<file path="src/rtl/elastic_pkg.sv">
// Shared definitions for the elastic (data/valid/ready) component family:
// default payload width and the channel record used by join/fork/buffers.
package elastic_pkg;

  localparam int ELASTIC_DATA_WIDTH = 32;

  typedef struct packed {
    logic [ELASTIC_DATA_WIDTH-1:0] data;
    logic                          v;
  } elastic_ch_t;

endpackage : elastic_pkg

</file>
<file path="src/rtl/elastic_fork_branch.sv">
// One output branch of the eager fork: remembers whether this branch has
// already taken the current token and reports when it no longer blocks the input.
module elastic_fork_branch
  import elastic_pkg::*;
(
  input  logic clk,
  input  logic rst_n,
  input  logic din_v_i,
  input  logic en_i,
  input  logic dout_r_i,
  input  logic consume_i,
  output logic dout_v_o,
  output logic done_o
);

  logic sent_q;
  logic sent_d;

  assign dout_v_o = din_v_i & en_i & ~sent_q;
  assign done_o   = ~en_i | sent_q | dout_r_i;

  // Clear on input consume so the next token starts clean; otherwise latch a branch handshake.
  always_comb begin
    sent_d = sent_q;
    if (consume_i) begin
      sent_d = 1'b0;
    end else if (dout_v_o & dout_r_i) begin
      sent_d = 1'b1;
    end else begin
      sent_d = sent_q;
    end
  end

  // Sent-flag register.
  always_ff @(posedge clk or negedge rst_n) begin
    if (!rst_n) begin
      sent_q <= 1'b0;
    end else begin
      sent_q <= sent_d;
    end
  end

endmodule : elastic_fork_branch

</file>
<file path="src/rtl/elastic_eager_fork.sv">
// Eager fork: broadcasts one elastic stream to NUM_OUTPUTS branches, each taking the
// token in its own cycle. Optional consumed-token counter via `ELASTIC_FORK_CNT_EN.
module elastic_eager_fork
  import elastic_pkg::*;
#(
  parameter int DATA_WIDTH  = ELASTIC_DATA_WIDTH,
  parameter int NUM_OUTPUTS = 2,
  parameter int CNT_WIDTH   = 16
) (
  input  logic                   clk,
  input  logic                   rst_n,
  input  logic [DATA_WIDTH-1:0]  din,
  input  logic                   din_v,
  output logic                   din_r,
  output logic [DATA_WIDTH-1:0]  dout,
  output logic [NUM_OUTPUTS-1:0] dout_v,
  input  logic [NUM_OUTPUTS-1:0] dout_r,
  input  logic [NUM_OUTPUTS-1:0] fork_mask
`ifdef ELASTIC_FORK_CNT_EN
  ,
  output logic [CNT_WIDTH-1:0]   token_cnt
`endif
);

  logic [NUM_OUTPUTS-1:0] done_s;
  logic                   consume_s;

  if (NUM_OUTPUTS < 1 || CNT_WIDTH < 1) begin : g_param_check
    $error("elastic_eager_fork: NUM_OUTPUTS and CNT_WIDTH must be >= 1");
  end

  assign dout      = din;
  assign din_r     = &done_s;
  assign consume_s = din_v & din_r;

  for (genvar i = 0; i < NUM_OUTPUTS; i++) begin : g_branch
    elastic_fork_branch u_branch (
      .clk       (clk),
      .rst_n     (rst_n),
      .din_v_i   (din_v),
      .en_i      (fork_mask[i]),
      .dout_r_i  (dout_r[i]),
      .consume_i (consume_s),
      .dout_v_o  (dout_v[i]),
      .done_o    (done_s[i])
    );
  end

`ifdef ELASTIC_FORK_CNT_EN
  logic [CNT_WIDTH-1:0] cnt_q;
  logic [CNT_WIDTH-1:0] cnt_d;

  // Count every input handshake, sunk tokens included; wraps naturally.
  always_comb begin
    cnt_d = cnt_q;
    if (consume_s) begin
      cnt_d = cnt_q + {{(CNT_WIDTH-1){1'b0}}, 1'b1};
    end else begin
      cnt_d = cnt_q;
    end
  end

  // Token counter register.
  always_ff @(posedge clk or negedge rst_n) begin
    if (!rst_n) begin
      cnt_q <= {CNT_WIDTH{1'b0}};
    end else begin
      cnt_q <= cnt_d;
    end
  end

  assign token_cnt = cnt_q;
`endif

endmodule : elastic_eager_fork

</file>
<file path="config.mk">
export PLATFORM = sky130hd
export DESIGN_NAME = elastic_eager_fork
export DESIGN_NICKNAME = d
export VERILOG_FILES = /design/src/rtl/elastic_pkg.sv /design/src/rtl/elastic_fork_branch.sv /design/src/rtl/elastic_eager_fork.sv
export SDC_FILE = /design/constraint.sdc
export NUM_CORES = 1
export LEC_CHECK = 0
export ABC_CLOCK_PERIOD_IN_PS = 900
export BUFFER_PORTS_ARGS = -buffer_cell sky130_fd_sc_hd__buf_2
export CAP_MARGIN = 10
export CORE_UTILIZATION = 22
export DETAILED_ROUTE_END_ITERATION = 8
export GPL_ROUTABILITY_DRIVEN = 0
export PLACE_DENSITY = 0.79
export SLEW_MARGIN = 40
export SYNTH_ARGS = -nofsm -noshare
export SYNTH_HDL_FRONTEND = slang
export SYNTH_SLANG_ARGS = --single-unit
</file>
<file path="constraint.sdc">
create_clock -name clk -period 0.9 [get_ports clk]
set_clock_uncertainty 0.15 [all_clocks]
set_input_delay 0.18 -clock clk [delete_from_list [all_inputs] [get_ports clk]]
set_output_delay 0.18 -clock clk [all_outputs]
set_load 0.005 [all_outputs]
</file>
Word level (Yosys, flattened, before mapping)

Cells that the tools add are included.
Widths: inputs -> output; s select.

Bitwise logic cells: 15
Multiplexer cells: 4
Reduce and logical (&&, ||, !) cells: 3

Operators by type and width:

| cell              | count |
|---|---|
| $and 1x1->1       | 7 |
| $mux 1            | 4 |
| $not 1->1         | 4 |
| $or 1x1->1        | 4 |
| $reduce_bool 2->1 | 2 |
| $reduce_and 2->1  | 1 |

Input port bits: 39
Register bits after elaboration: 2
Output and inout port bits: 35

Depth between registers and ports, before layout

Gate-level depths: netlist of run 1.

Depth in word-level cells: 6
Gate-level depth with buffers: 3

By module

From an unflattened synthesis of run 1, not the netlist that was laid out.

Cells, all modules: 48
Area total of the unflattened synthesis: 352.8 um2

Modules (own cells, without submodules):

| module              | cells an instance | area an instance (um2) | instances |
|---|---|---|---|
| elastic_eager_fork  | 34                | 252.7                  | 1 |
| elastic_fork_branch | 7                 | 50.0                   | 2 |

Worst setup path after synthesis of run 1

No wires, ideal clock.

Path kind: reg2out
From: register g_branch[0].u_branch.sent_q
To: output dout_v[0]
Arrival time: 0.674 ns
Cell stages (with the launch flop): 3
Setup slack: -0.104 ns
Path buffers: 1
Path through: dfrtp_1 nor3b_1 buf_4

Longest elaborated chain between the ends: 2

Ends and longest elaborated chain:

| item                   | RTL line                  | text |
|---|---|---|
| from (decl)            | elastic_fork_branch.sv:16 | `logic sent_q;` |
| from (signal assigned) | elastic_fork_branch.sv:39 | `sent_q <= sent_d;` |
| $not 1->1              | elastic_fork_branch.sv:19 | `assign dout_v_o = din_v_i & en_i & ~sent_q;` |
| $and 1x1->1            | elastic_fork_branch.sv:19 |  |
| to (decl)              | elastic_eager_fork.sv:16  | `output logic [NUM_OUTPUTS-1:0] dout_v,` |

Every way passes these cells.

Final worst setup path of run 1

From: register g_branch[1].u_branch.sent_q
To: output din_r

Longest elaborated chain between the ends: 3

Ends and longest elaborated chain:

| item                    | RTL line                  | text |
|---|---|---|
| from (decl)             | elastic_fork_branch.sv:16 |  |
| from (signal assigned)  | elastic_fork_branch.sv:39 |  |
| $or 1x1->1 (2 in a row) | elastic_fork_branch.sv:20 | `assign done_o = ~en_i \| sent_q \| dout_r_i;` |
| $reduce_and 2->1        | elastic_eager_fork.sv:33  | `assign din_r = &done_s;` |
| to (decl)               | elastic_eager_fork.sv:14  | `output logic din_r,` |

Every way passes these cells.

==> results by group, run 1 <==
Layout
  • Syn-to-layout area delta: -28.6%
  • FF+latch area: 50.0 um2
  • Most frequent cells in the layout: 9 x buf_2, 5 x buf_4, 4 x nor3b_2, 3 x clkbuf_4
  • Final core utilization: 17.5%
  • Regs by FF count: g_branch.u_branch.sent_q x2
  • Layout cells sized above 1: 76.7%
  • # fillers: 177
  • Multi-input gate area: 86.3 um2
  • Diode count: 0
  • Nets: 71
  • Max reg flops: 2
  • Top reg by flops: g_branch.u_branch.sent_q
  • Commonest non-fill, non-tap cell in the layout: buf_2
  • Post-route insts no fill: 46

Timing
  • Final period util: 150%
  • Slew @ Worst Pin: 183 ps
  • Rel. slew slack: 87.7%
  • Shortest period the worst path allows: 1350 ps
  • Max frequency: 0.738 GHz
  • Final Slew Violations: 0
  • Final Setup Violations: 5
  • RSZ-0062 raised after global routing: true
  • Hold Vio Cnt, Final: 0
  • Hold slack: 122 ps
  • Setup TNS: -1520 ps
  • Post-route setup slack: -454 ps

CTS
  • Clock Tree Root: clkbuf_4
  • Clk_lat worst skew: 220 ps
  • TritonCTS Buffers: 3
  • Clk sinks: 2
  • Reg clk slew, reported paths: 30 ps
  • TritonCTS clock tree: built
  • CTS max path bufs: 2
  • CTS H-Tree Depth: 1
  • # resized after CTS: 0

Routing
  • Topmost layer with routed signal wires: met3
  • Routed wl met2: 319 um
  • Vias per std cell: 4.43
  • M1 wire length: 196 um
  • Pre-antenna DRT Iters: 7
  • Routed Antenna Nets: 0
  • Drt drc: 4
  • DR iter-0 viols: 10
  • Post-detailed-route wirelength per cell: 13.1 um
  • Met3 wire len: 85 um
  • Drt total wl: 602 um
  • Via count: 204

Floorplanning
  • Core footprint: 0.00158 mm2
  • Initial Utilization: 24.4%
  • Die area: 0.00192 mm2
  • Die Ht: 43.9 um
  • Die W: 43.9 um
  • Ports: 74
  • Cell Rows: 14

Yosys
  • Mean Syn Cell Area: 8.38 um2
  • Post-Syn Nets: 85
  • Mapped Cells: 46
  • Netlist cell types: 8
  • Synth Register Bits: 2
  • Post-synthesis instance area: 385 um2
  • Seq/Total Area, Yosys: 13.0%
  • Synth warn: 0

Outcome
  • Failing checks: design-rule violations, negative setup slack
  • Status: complete, but fails checks

Worst setup path
  • Crit. End Element: output pin
  • Cell Chain, Critical Path: nor3b_2 > nor2_1 > buf_2
  • Critical Path Fanout Max: 3
  • Critical path class: reg2out
  • Type of origin of the critical path: flip-flop
  • CP peak stage delay: 400 ps
  • Reg2reg setup slack: -190 ps
  • Arrival time worst endpoint: 1020 ps
  • CP Data Required Time: 570 ps
  • FF-to-FF Start: g_branch[1].u_branch.sent_q
  • Reg-to-reg endpoint: g_branch[0].u_branch.sent_q
  • R2R depth: 3
  • Slowest CP cell: dfrtp_1

Run
  • Max-cap violation count: 0

GRT
  • Antenna violations before repair: 0
  • Vias in the first global route: 217
  • Global-route wire length before repair: 855 um
  • GR Util All Layers: 6.03%
  • Grt ovf: 0
  • Largest net degree at the start of global routing: 4

Place
  • Placed cell count: 39
  • IO buf count: 9

Power
  • Worst vdd ir: 0.407 mV
  • Power density over the cells: 1420 mW/mm2
  • Leakage Power: 0.147 nW

Hold path
  • HP Class: in2async
[what timing repair did]
action                                  4_1_cts  5_1_grt
hold buffers                                  1        0
endpoints found under the hold margin         2        0
endpoints found under the setup margin        5        5
setup buffers                                 3        1
pin swaps                                     5        5
[power breakdown]
part	leakage [nW]	switching (W)	internal, W
registers	0.0266	0.00000795	0.0000979
logic	0.106	0.0000317	0.0000552
clock network	0.0138	0.0000498	0.000147
[cell type report]
type / count / share of cell area, %
Clock buffer: 3 / 8.18
Inverter: 1 / 1.36
Multi-Input combinational cell: 9 / 31.4
Sequential cell: 2 / 18.2
Tap cell: 16 / 7.27
Timing Repair Buffer: 15 / 33.6
[per-stage QoR]
stage / setup slack [ps] / total power (W) / area [um2]
finish: -454 / 0.000390 / 275
global route: -500 / 0.000419 / 275
CTS: -472 / 0.000401 / 275
detailed placement: -233 / 0.000178 / 220
global placement: -195 / 0.000173 / 220
floorplan: -78.6 / 0.000259 / 395
[worst max path at each step]
stage | slack (ps) | from | to
after floorplan | -80 | g_branch[0].u_branch.sent_q | dout_v[0]
final | -450 | g_branch[1].u_branch.sent_q | din_r
after CTS | -470 | g_branch[1].u_branch.sent_q | din_r
after global placement | -200 | g_branch[1].u_branch.sent_q | din_r
after detailed placement | -230 | g_branch[1].u_branch.sent_q | din_r
after global routing | -500 | g_branch[1].u_branch.sent_q | din_r
[kinds of logic after synthesis]
family,Yosys count,synth area share [%]
buffers and inverters,35,67.2
and+or+nand+nor,7,14.6
AOI/OAI and AO/OA,2,5.20
DFF,2,13.0
[cells in the mapped netlist]
| library cell | n | area share (%) |
|---|---|---|
| nor3b_2 | 2 | 6.5 |
| inv_1 | 1 | 0.97 |
| dfrtp_1 | 2 | 13 |
| buf_4 | 34 | 66 |
| nor2_1 | 1 | 0.97 |
| and3_1 | 2 | 3.2 |
| nor3b_1 | 2 | 3.9 |
| o22a_2 | 2 | 5.2 |
[metal layers]
| metal | track usage (%) | vias up |
|---|---|---|
| met5 | 0 | - |
| met4 | 8.48 | 0 |
| met3 | 5.00 | 0 |
| met2 | 7.76 | 25 |
| met1 | 4.73 | 98 |
| li1 | - | 81 |
[worst max-delay path, delay by kind of cell (launching register included)]
| kind | cells | cell delay, ps |
|---|---|---|
| flip-flops | 1 | 400 |
| AND/OR/NAND/NOR | 2 | 270 |
| buffers and inverters | 1 | 120 |
Note: power is estimated with default switching activity, not from simulation.
==> run 2: changes to the inputs <==
--- a/config.mk
+++ b/config.mk
@@ -8,11 +8,12 @@
 export ABC_CLOCK_PERIOD_IN_PS = 900
 export BUFFER_PORTS_ARGS = -buffer_cell sky130_fd_sc_hd__buf_2
 export CAP_MARGIN = 10
-export CORE_UTILIZATION = 22
+export CORE_UTILIZATION = 21
 export DETAILED_ROUTE_END_ITERATION = 8
 export GPL_ROUTABILITY_DRIVEN = 0
 export PLACE_DENSITY = 0.79
 export SLEW_MARGIN = 40
 export SYNTH_ARGS = -nofsm -noshare
 export SYNTH_HDL_FRONTEND = slang
+export SYNTH_HIERARCHICAL = 1
 export SYNTH_SLANG_ARGS = --single-unit
==> results by group, run 2 <==
Yosys
  • Synth warn: 6 (was 0)
  • Main combinational cell family by area after synthesis: buffers and inverters (unchanged)
  • Post-synth top cells: 32 x buf_4, 6 x nor2_1, 4 x nand2_1
  • EDFF count, synth: 0 (unchanged)
  • Post-synthesis instance area: 353 um2 (was 385 um2)
  • Post-Syn Nets: 87 (was 85)
  • Compound-Gate Fraction of Synth Area: 3.55% (was 5.19%)
  • Mean Syn Cell Area: 7.35 um2 (was 8.38 um2)
  • Synth top area cells: buf_4 68%, dfrtp_1 14%, nor2_1 6.4%, nand2_1 4.3%, a31oi_1 3.5% (was buf_4 66%, dfrtp_1 13%, nor3b_2 6.5%, o22a_2 5.2%, nor3b_1 3.9%)
  • Mux contribution to synthesized area: 0% (unchanged)
  • Area leader, netlist: buf_4 (unchanged)
  • Synth Area in Simple Gates: 14.2% (was 14.6%)
  • Adder-Cell Fraction of Synth Area: 0% (unchanged)
  • Synth async-reset ratio: 100% (unchanged)
  • Xor-xnor portion of the synthesized cell area: 0% (unchanged)
  • Top-count cell post-synth: buf_4 (unchanged)
  • Seq/Total Area, Yosys: 14.2% (was 13.0%)
  • Netlist cell types: 7 (was 8)
  • Mapped Cells: 48 (was 46)
  • Synth Register Bits: 2 (unchanged)
  • Area share of the largest cell type after synthesis: 68.1% (was 66.2%)
  • Top_reg_cell synth: dfrtp_1 (unchanged)

GRT
  • GR Util All Layers: 7.47% (was 6.03%)
  • Largest net degree at the start of global routing: 6 (was 4)
  • Antenna violations before repair: 0 (unchanged)
  • Global-route wire length before repair: 931 um (was 855 um)
  • Grt ovf: 0 (unchanged)
  • Vias in the first global route: 233 (was 217)

Routing
  • Via count: 213 (was 204)
  • Drt drc: 0 (was 4)
  • Drt total wl: 654 um (was 602 um)
  • Post-detailed-route wirelength per cell: 13.6 um (was 13.1 um)
  • Routed Antenna Nets: 0 (unchanged)
  • Vias per std cell: 4.44 (was 4.43)
  • Pre-antenna DRT Iters: 1 (was 7)
  • DR iter-0 viols: 0 (was 10)

Layout
  • Layout Cell Area excl Fill: 243 um2 (was 275 um2)
  • Commonest non-fill, non-tap cell in the layout: buf_2 (unchanged)
  • Post-route insts no fill: 48 (was 46)
  • Multi-input gate area: 72.6 um2 (was 86.3 um2)
  • Max reg flops: 2 (unchanged)
  • Top reg by flops: g_branch.u_branch/sent_q (was g_branch.u_branch.sent_q)
  • Regs by FF count: g_branch.u_branch/sent_q x2 (was g_branch.u_branch.sent_q x2)
  • # fillers: 178 (was 177)
  • Syn-to-layout area delta: -31.2% (was -28.6%)
  • FF+latch area: 50.0 um2 (unchanged)
  • Diode count: 0 (unchanged)
  • Layout cells sized above 1: 53.1% (was 76.7%)
  • Nets: 73 (was 71)
  • Most frequent cells in the layout: 9 x buf_2, 4 x nor2_1, 4 x nand2_1, 3 x clkbuf_4, 3 x buf_4 (was 9 x buf_2, 5 x buf_4, 4 x nor3b_2, 3 x clkbuf_4)

Power
  • Switch share: 25.2% (was 22.9%)
  • Leakage Power: 0.126 nW (was 0.147 nW)
  • Internal Power: 0.000301 W (was 0.000300 W)
  • Worst vdd ir: 0.459 mV (was 0.407 mV)
  • Clock share of power: 49.4% (was 50.5%)
  • Power density over the cells: 1660 mW/mm2 (was 1420 mW/mm2)
  • Power share of the combinational group: 24.3% (was 22.3%)
  • Psw: 0.000102 W (was 0.0000894 W)
  • Sequential Power Share: 26.4% (was 27.2%)

Worst setup path
  • Type of origin of the critical path: flip-flop (unchanged)
  • Critical path class: reg2out (unchanged)
  • CP Data Required Time: 570 ps (about the same)
  • Crit. End Element: output pin (unchanged)
  • Critical Path Fanout Max: 2 (was 3)
  • Arrival time worst endpoint: 1010 ps (was 1020 ps)

Place
  • Dpl cell area: 185 um2 (was 220 um2)
  • IO buf count: 9 (unchanged)
  • Placed cell count: 42 (was 39)

Outcome
  • Failing checks: negative setup slack (was design-rule violations, negative setup slack)
  • Status: complete, but fails checks (unchanged)

CTS
  • Reg clk slew, reported paths: 30 ps (about the same)
  • TritonCTS Buffers: 3 (unchanged)
  • CTS max path bufs: 2 (unchanged)
  • Clk sinks: 2 (unchanged)
  • Clock Tree Root: clkbuf_4 (unchanged)
  • CTS H-Tree Depth: 1 (unchanged)
  • Clk_lat worst skew: 220 ps (about the same)
  • TritonCTS clock tree: built (unchanged)

Timing
  • Final Setup Violations: 5 (unchanged)
  • Max frequency: 0.747 GHz (was 0.738 GHz)
  • Rel. slew slack: 90.5% (was 87.7%)
  • Shortest period the worst path allows: 1340 ps (was 1350 ps)
  • Post-route setup slack: -438 ps (was -454 ps)
  • Final Slew Violations: 0 (unchanged)
  • Slew @ Worst Pin: 141 ps (was 183 ps)
  • Hold slack: 113 ps (was 122 ps)
  • Hold Vio Cnt, Final: 0 (unchanged)
  • RSZ-0062 raised after global routing: true (unchanged)
  • Setup TNS: -1670 ps (was -1520 ps)
  • Final period util: 149% (was 150%)

Floorplanning
  • Initial Utilization: 22.9% (was 24.4%)
  • Ports: 74 (unchanged)
  • Core footprint: 0.00154 mm2 (was 0.00158 mm2)
  • Cell Rows: 14 (unchanged)
  • Die area: 0.00185 mm2 (was 0.00192 mm2)
  • Die W: 43.0 um (was 43.9 um)
  • Die Ht: 43.0 um (was 43.9 um)

Run
  • Max-cap violation count: 0 (unchanged)

Hold path
  • HP Class: in2reg (was in2async)
[run 2: changes by cell type in the layout (fill, tap and decap cells not counted)]
cell / previous run / this run
a31oi_1: 0 / 2
and2_1: 0 / 1
and3_1: 2 / 1
buf_4: 5 / 3
inv_1: 1 / 0
nand2_1: 0 / 4
nor2_1: 1 / 4
nor2_2: 0 / 1
nor2_4: 0 / 1
nor3b_2: 4 / 0
o22a_2: 2 / 0
[run 2: timing repair]
action / 4_1_cts / 5_1_grt
endpoints found under the setup margin: 5 / 5
gates resized for setup: 2 / 1
cloned: 0 / 0
endpoints found under the hold margin: 2 / 0
hold buffers: 1 / 0
pin swaps: 1 / 1
buffers inserted: 1 / 1
[run 2: cell type report]
type                       instances  area share [%]
sequential                         2            20.6
multi-input combinational         14            29.9
clock buffer                       3            9.28
tap                               16            8.25
timing repair buffer              13            32.0
[run 2: worst paths after layout]
| check | to | depth (start not counted) | slack (ps) | from |
|---|---|---|---|---|
| worst min-delay path | g_branch[0].u_branch/sent_q | 3 | 110 | dout_r[0] |
| min in group asynchronous | g_branch[0].u_branch/sent_q | 2 | 130 | rst_n |
| worst max-delay path | din_r | 4 | -440 | g_branch[0].u_branch/sent_q |
| worst min register to register | g_branch[0].u_branch/sent_q | 3 | 470 | g_branch[0].u_branch/sent_q |
| worst max register to register | g_branch[0].u_branch/sent_q | 5 | -280 | g_branch[0].u_branch/sent_q |
| max in group asynchronous | g_branch[1].u_branch/sent_q | 2 | 370 | rst_n |
[run 2: cells by family after synthesis]
family | Yosys count
buf+inv | 32
simple gates | 12
flops | 2
compound gates | 2
[run 2: worst max-delay path, cell delays in order (launching register included)]
cell	delay, ps
dfrtp_1	370
nor2_1	90
nand2_1	80
and2_1	130
buf_2	120
[run 2: power by group through the flow]
stage                     logic [W]  registers, W  clock network, W
after detailed placement  0.0000737      0.000108                 0
after floorplan            0.000145      0.000108                 0
final                     0.0000978      0.000106          0.000199
after global placement    0.0000698      0.000107                 0
after global routing       0.000108      0.000107          0.000225
after CTS                 0.0000921      0.000106          0.000213
[run 2: per-stage QoR]
step | power, W | utilization (%) | setup WS, ps
2_1_floorplan | 0.000253 | - | -77.8
3_3_place_gp | 0.000177 | 12.0 | -192
3_5_place_dp | 0.000182 | 12.0 | -199
4_1_cts | 0.000412 | 15.1 | -446
5_1_grt | 0.000440 | 15.7 | -517
6_report | 0.000403 | 15.7 | -438
[run 2: layer usage]
metal / GRT usage, % / wire [um] / share of wire, %
met1: 3.84 / 146 / 22
met2: 10.3 / 337 / 52
met3: 5.96 / 122 / 19
met4: 13.9 / 47 / 7.2
met5: 0 / 0 / 0
==> run 3: changes to the inputs <==
--- a/config.mk
+++ b/config.mk
@@ -5,13 +5,13 @@
 export SDC_FILE = /design/constraint.sdc
 export NUM_CORES = 1
 export LEC_CHECK = 0
-export ABC_CLOCK_PERIOD_IN_PS = 900
+export ABC_CLOCK_PERIOD_IN_PS = 1500
 export BUFFER_PORTS_ARGS = -buffer_cell sky130_fd_sc_hd__buf_2
 export CAP_MARGIN = 10
-export CORE_UTILIZATION = 21
+export CORE_UTILIZATION = 23
 export DETAILED_ROUTE_END_ITERATION = 8
 export GPL_ROUTABILITY_DRIVEN = 0
-export PLACE_DENSITY = 0.79
+export PLACE_DENSITY = 0.82
 export SLEW_MARGIN = 40
 export SYNTH_ARGS = -nofsm -noshare
 export SYNTH_HDL_FRONTEND = slang
==> constraint.sdc (replaced) <==
create_clock -name clk -period 1.5 [get_ports clk]
set_clock_uncertainty 0.15 [all_clocks]
set_input_delay 0.3 -clock clk [delete_from_list [all_inputs] [get_ports clk]]
set_output_delay 0.3 -clock clk [all_outputs]
set_load 0.005 [all_outputs]
==> results by group, run 3 (synthesis results as in run 2) <==
Outcome
  • Status: finished, final reports clean (was complete, but fails checks)

Worst setup path
  • Arrival time worst endpoint: 1030 ps (was 1010 ps)
  • Critical Path Fanout Max: 3 (was 2)
  • Worst path bufs/invs: 1 (unchanged)
  • Critical path class: reg2out (unchanged)
  • Type of origin of the critical path: flip-flop (unchanged)
  • CP peak stage delay: 380 ps (was 370 ps)
  • Reg2reg setup slack: 450 ps (was -280 ps)
  • CP Data Required Time: 1050 ps (was 570 ps)
  • Critical path's top delay family: flip-flops (unchanged)
  • Cell Chain, Critical Path: nor2_1 > nand2_1 > and2_1 > buf_2 (unchanged)
  • Crit. End Element: output pin (unchanged)
  • Slowest CP cell: dfrtp_1 (unchanged)

GRT
  • Global-route wire length before repair: 489 um (was 931 um)
  • Antenna violations before repair: 0 (unchanged)
  • Largest net degree at the start of global routing: 6 (unchanged)
  • Grt ovf: 0 (unchanged)
  • GR Util All Layers: 5.55% (was 7.47%)
  • Vias in the first global route: 149 (was 233)

Routing
  • Via count: 176 (was 213)
  • DR iter-0 viols: 3 (was 0)
  • Post-detailed-route wirelength per cell: 10.2 um (was 13.6 um)
  • Drt total wl: 459 um (was 654 um)
  • Pre-antenna DRT Iters: 4 (was 1)
  • Routed Antenna Nets: 0 (unchanged)
  • Vias per std cell: 3.91 (was 4.44)
  • Drt drc: 0 (unchanged)

Timing
  • Max frequency: 0.676 GHz
  • Hold Vio Cnt, Final: 0 (unchanged)
  • Hold slack: 218 ps (was 113 ps)
  • Final Slew Violations: 0 (unchanged)
  • Setup TNS: 0 ps (was -1670 ps)
  • Shortest period the worst path allows: 1480 ps
  • Rel. slew slack: 91.0% (was 90.5%)
  • Final period util: 98.7%
  • Slew @ Worst Pin: 135 ps (was 141 ps)
  • Final Setup Violations: 0 (was 5)
  • RSZ-0062 raised after global routing: true (unchanged)

CTS
  • # resized after CTS: 0 (was 2)
  • Clock Tree Root: clkbuf_4 (unchanged)
  • Clk sinks: 2 (unchanged)
  • CTS max path bufs: 2 (unchanged)
  • Reg clk slew, reported paths: 30 ps (about the same)
  • CTS H-Tree Depth: 1 (unchanged)
  • Clk_lat worst skew: 220 ps (about the same)
  • TritonCTS Buffers: 3 (unchanged)
  • TritonCTS clock tree: built (unchanged)

Floorplanning
  • Cell Rows: 13 (was 14)
  • Ports: 74 (unchanged)
  • Die W: 41.2 um (was 43.0 um)
  • Initial Utilization: 25.8% (was 22.9%)
  • Core footprint: 0.00137 mm2 (was 0.00154 mm2)
  • Die Ht: 41.2 um (was 43.0 um)
  • Die area: 0.00169 mm2 (was 0.00185 mm2)

Layout
  • Nets: 71 (was 73)
  • Final core utilization: 15.8% (was 15.7%)
  • Regs by FF count: g_branch.u_branch/sent_q x2 (unchanged)
  • Layout cells sized above 1: 43.3% (was 53.1%)
  • Post-route insts no fill: 45 (was 48)
  • Commonest non-fill, non-tap cell in the layout: buf_2 (unchanged)
  • # fillers: 166 (was 178)
  • Multi-input gate area: 62.6 um2 (was 72.6 um2)
  • Diode count: 0 (unchanged)
  • Most frequent cells in the layout: 9 x buf_2, 6 x nor2_1, 4 x nand2_1, 3 x clkbuf_4 (was 9 x buf_2, 4 x nor2_1, 4 x nand2_1, 3 x clkbuf_4, 3 x buf_4)
  • Max reg flops: 2 (unchanged)
  • Top reg by flops: g_branch.u_branch/sent_q (unchanged)
  • Syn-to-layout area delta: -38.7% (was -31.2%)
  • FF+latch area: 50.0 um2 (unchanged)
  • Layout Cell Area excl Fill: 216 um2 (was 243 um2)

Hold path
  • HP Class: in2reg (unchanged)

Place
  • Placed wire-length estimate: 345 um
  • Placed cell count: 40 (was 42)
  • Dpl cell area: 176 um2 (was 185 um2)
  • IO buf count: 9 (unchanged)

Power
  • Power density over the cells: 1050 mW/mm2 (was 1660 mW/mm2)
  • Leakage Power: 0.118 nW (was 0.126 nW)
  • Worst vdd ir: 0.174 mV (was 0.459 mV)

Run
  • Max-cap violation count: 0 (unchanged)
-- run 3: per-stage QoR --
stage | worst slack, ps | power (W)
after floorplan | 383 | 0.000152
after CTS | 1.31 | 0.000234
final | 20.0 | 0.000227
after global routing | -51.5 | 0.000246
after global placement | 261 | 0.000102
after detailed placement | 222 | 0.000103
-- run 3: layout make-up --
| cell class | count | share of cell area, % |
|---|---|---|
| well taps | 15 | 8.67 |
| multi-input cells | 14 | 28.9 |
| flip-flops and latches | 2 | 23.1 |
| clock buffers | 3 | 10.4 |
| repair buffers | 11 | 28.9 |
-- run 3: metal layers --
layer  up-vias  share of wire [%]  global-route usage, %
li1         81                  -                      -
met1        71                 29                   1.92
met2        20                 44                   6.25
met3         4                 25                   8.15
met4         0                1.7                   10.5
met5         -                  0                      0
-- run 3: worst min-delay path, cell delays in order --
cell and delay [ps]:
buf_2 90, a31oi_1 80, nor2_1 80
-- run 3: final timing paths --
check / start / end / depth (start not counted)
worst max-delay path: g_branch[1].u_branch/sent_q / din_r / 4
worst min-delay path: dout_r[0] / g_branch[0].u_branch/sent_q / 3
worst max register to register: g_branch[0].u_branch/sent_q / g_branch[1].u_branch/sent_q / 4
worst min register to register: g_branch[0].u_branch/sent_q / g_branch[0].u_branch/sent_q / 2
max in group asynchronous: rst_n / g_branch[0].u_branch/sent_q / 2
min in group asynchronous: rst_n / g_branch[1].u_branch/sent_q / 2
-- run 3: repair_timing --
item / in CTS / in global routing
hold endpoints to repair: 2 / 0
endpoints found under the setup margin: 1 / 1
pin swaps: 1 / 3
buffers inserted: 0 / 1
hold buffers: 1 / 0
-- run 3: report_power, final --
group | total (W) | switching (W) | internal [W] | leakage [nW]
clock | 0.000119 | 0.0000307 | 0.0000883 | 0.0138
combinational | 0.0000433 | 0.0000188 | 0.0000244 | 0.0780
sequential | 0.0000650 | 0.00000436 | 0.0000606 | 0.0262
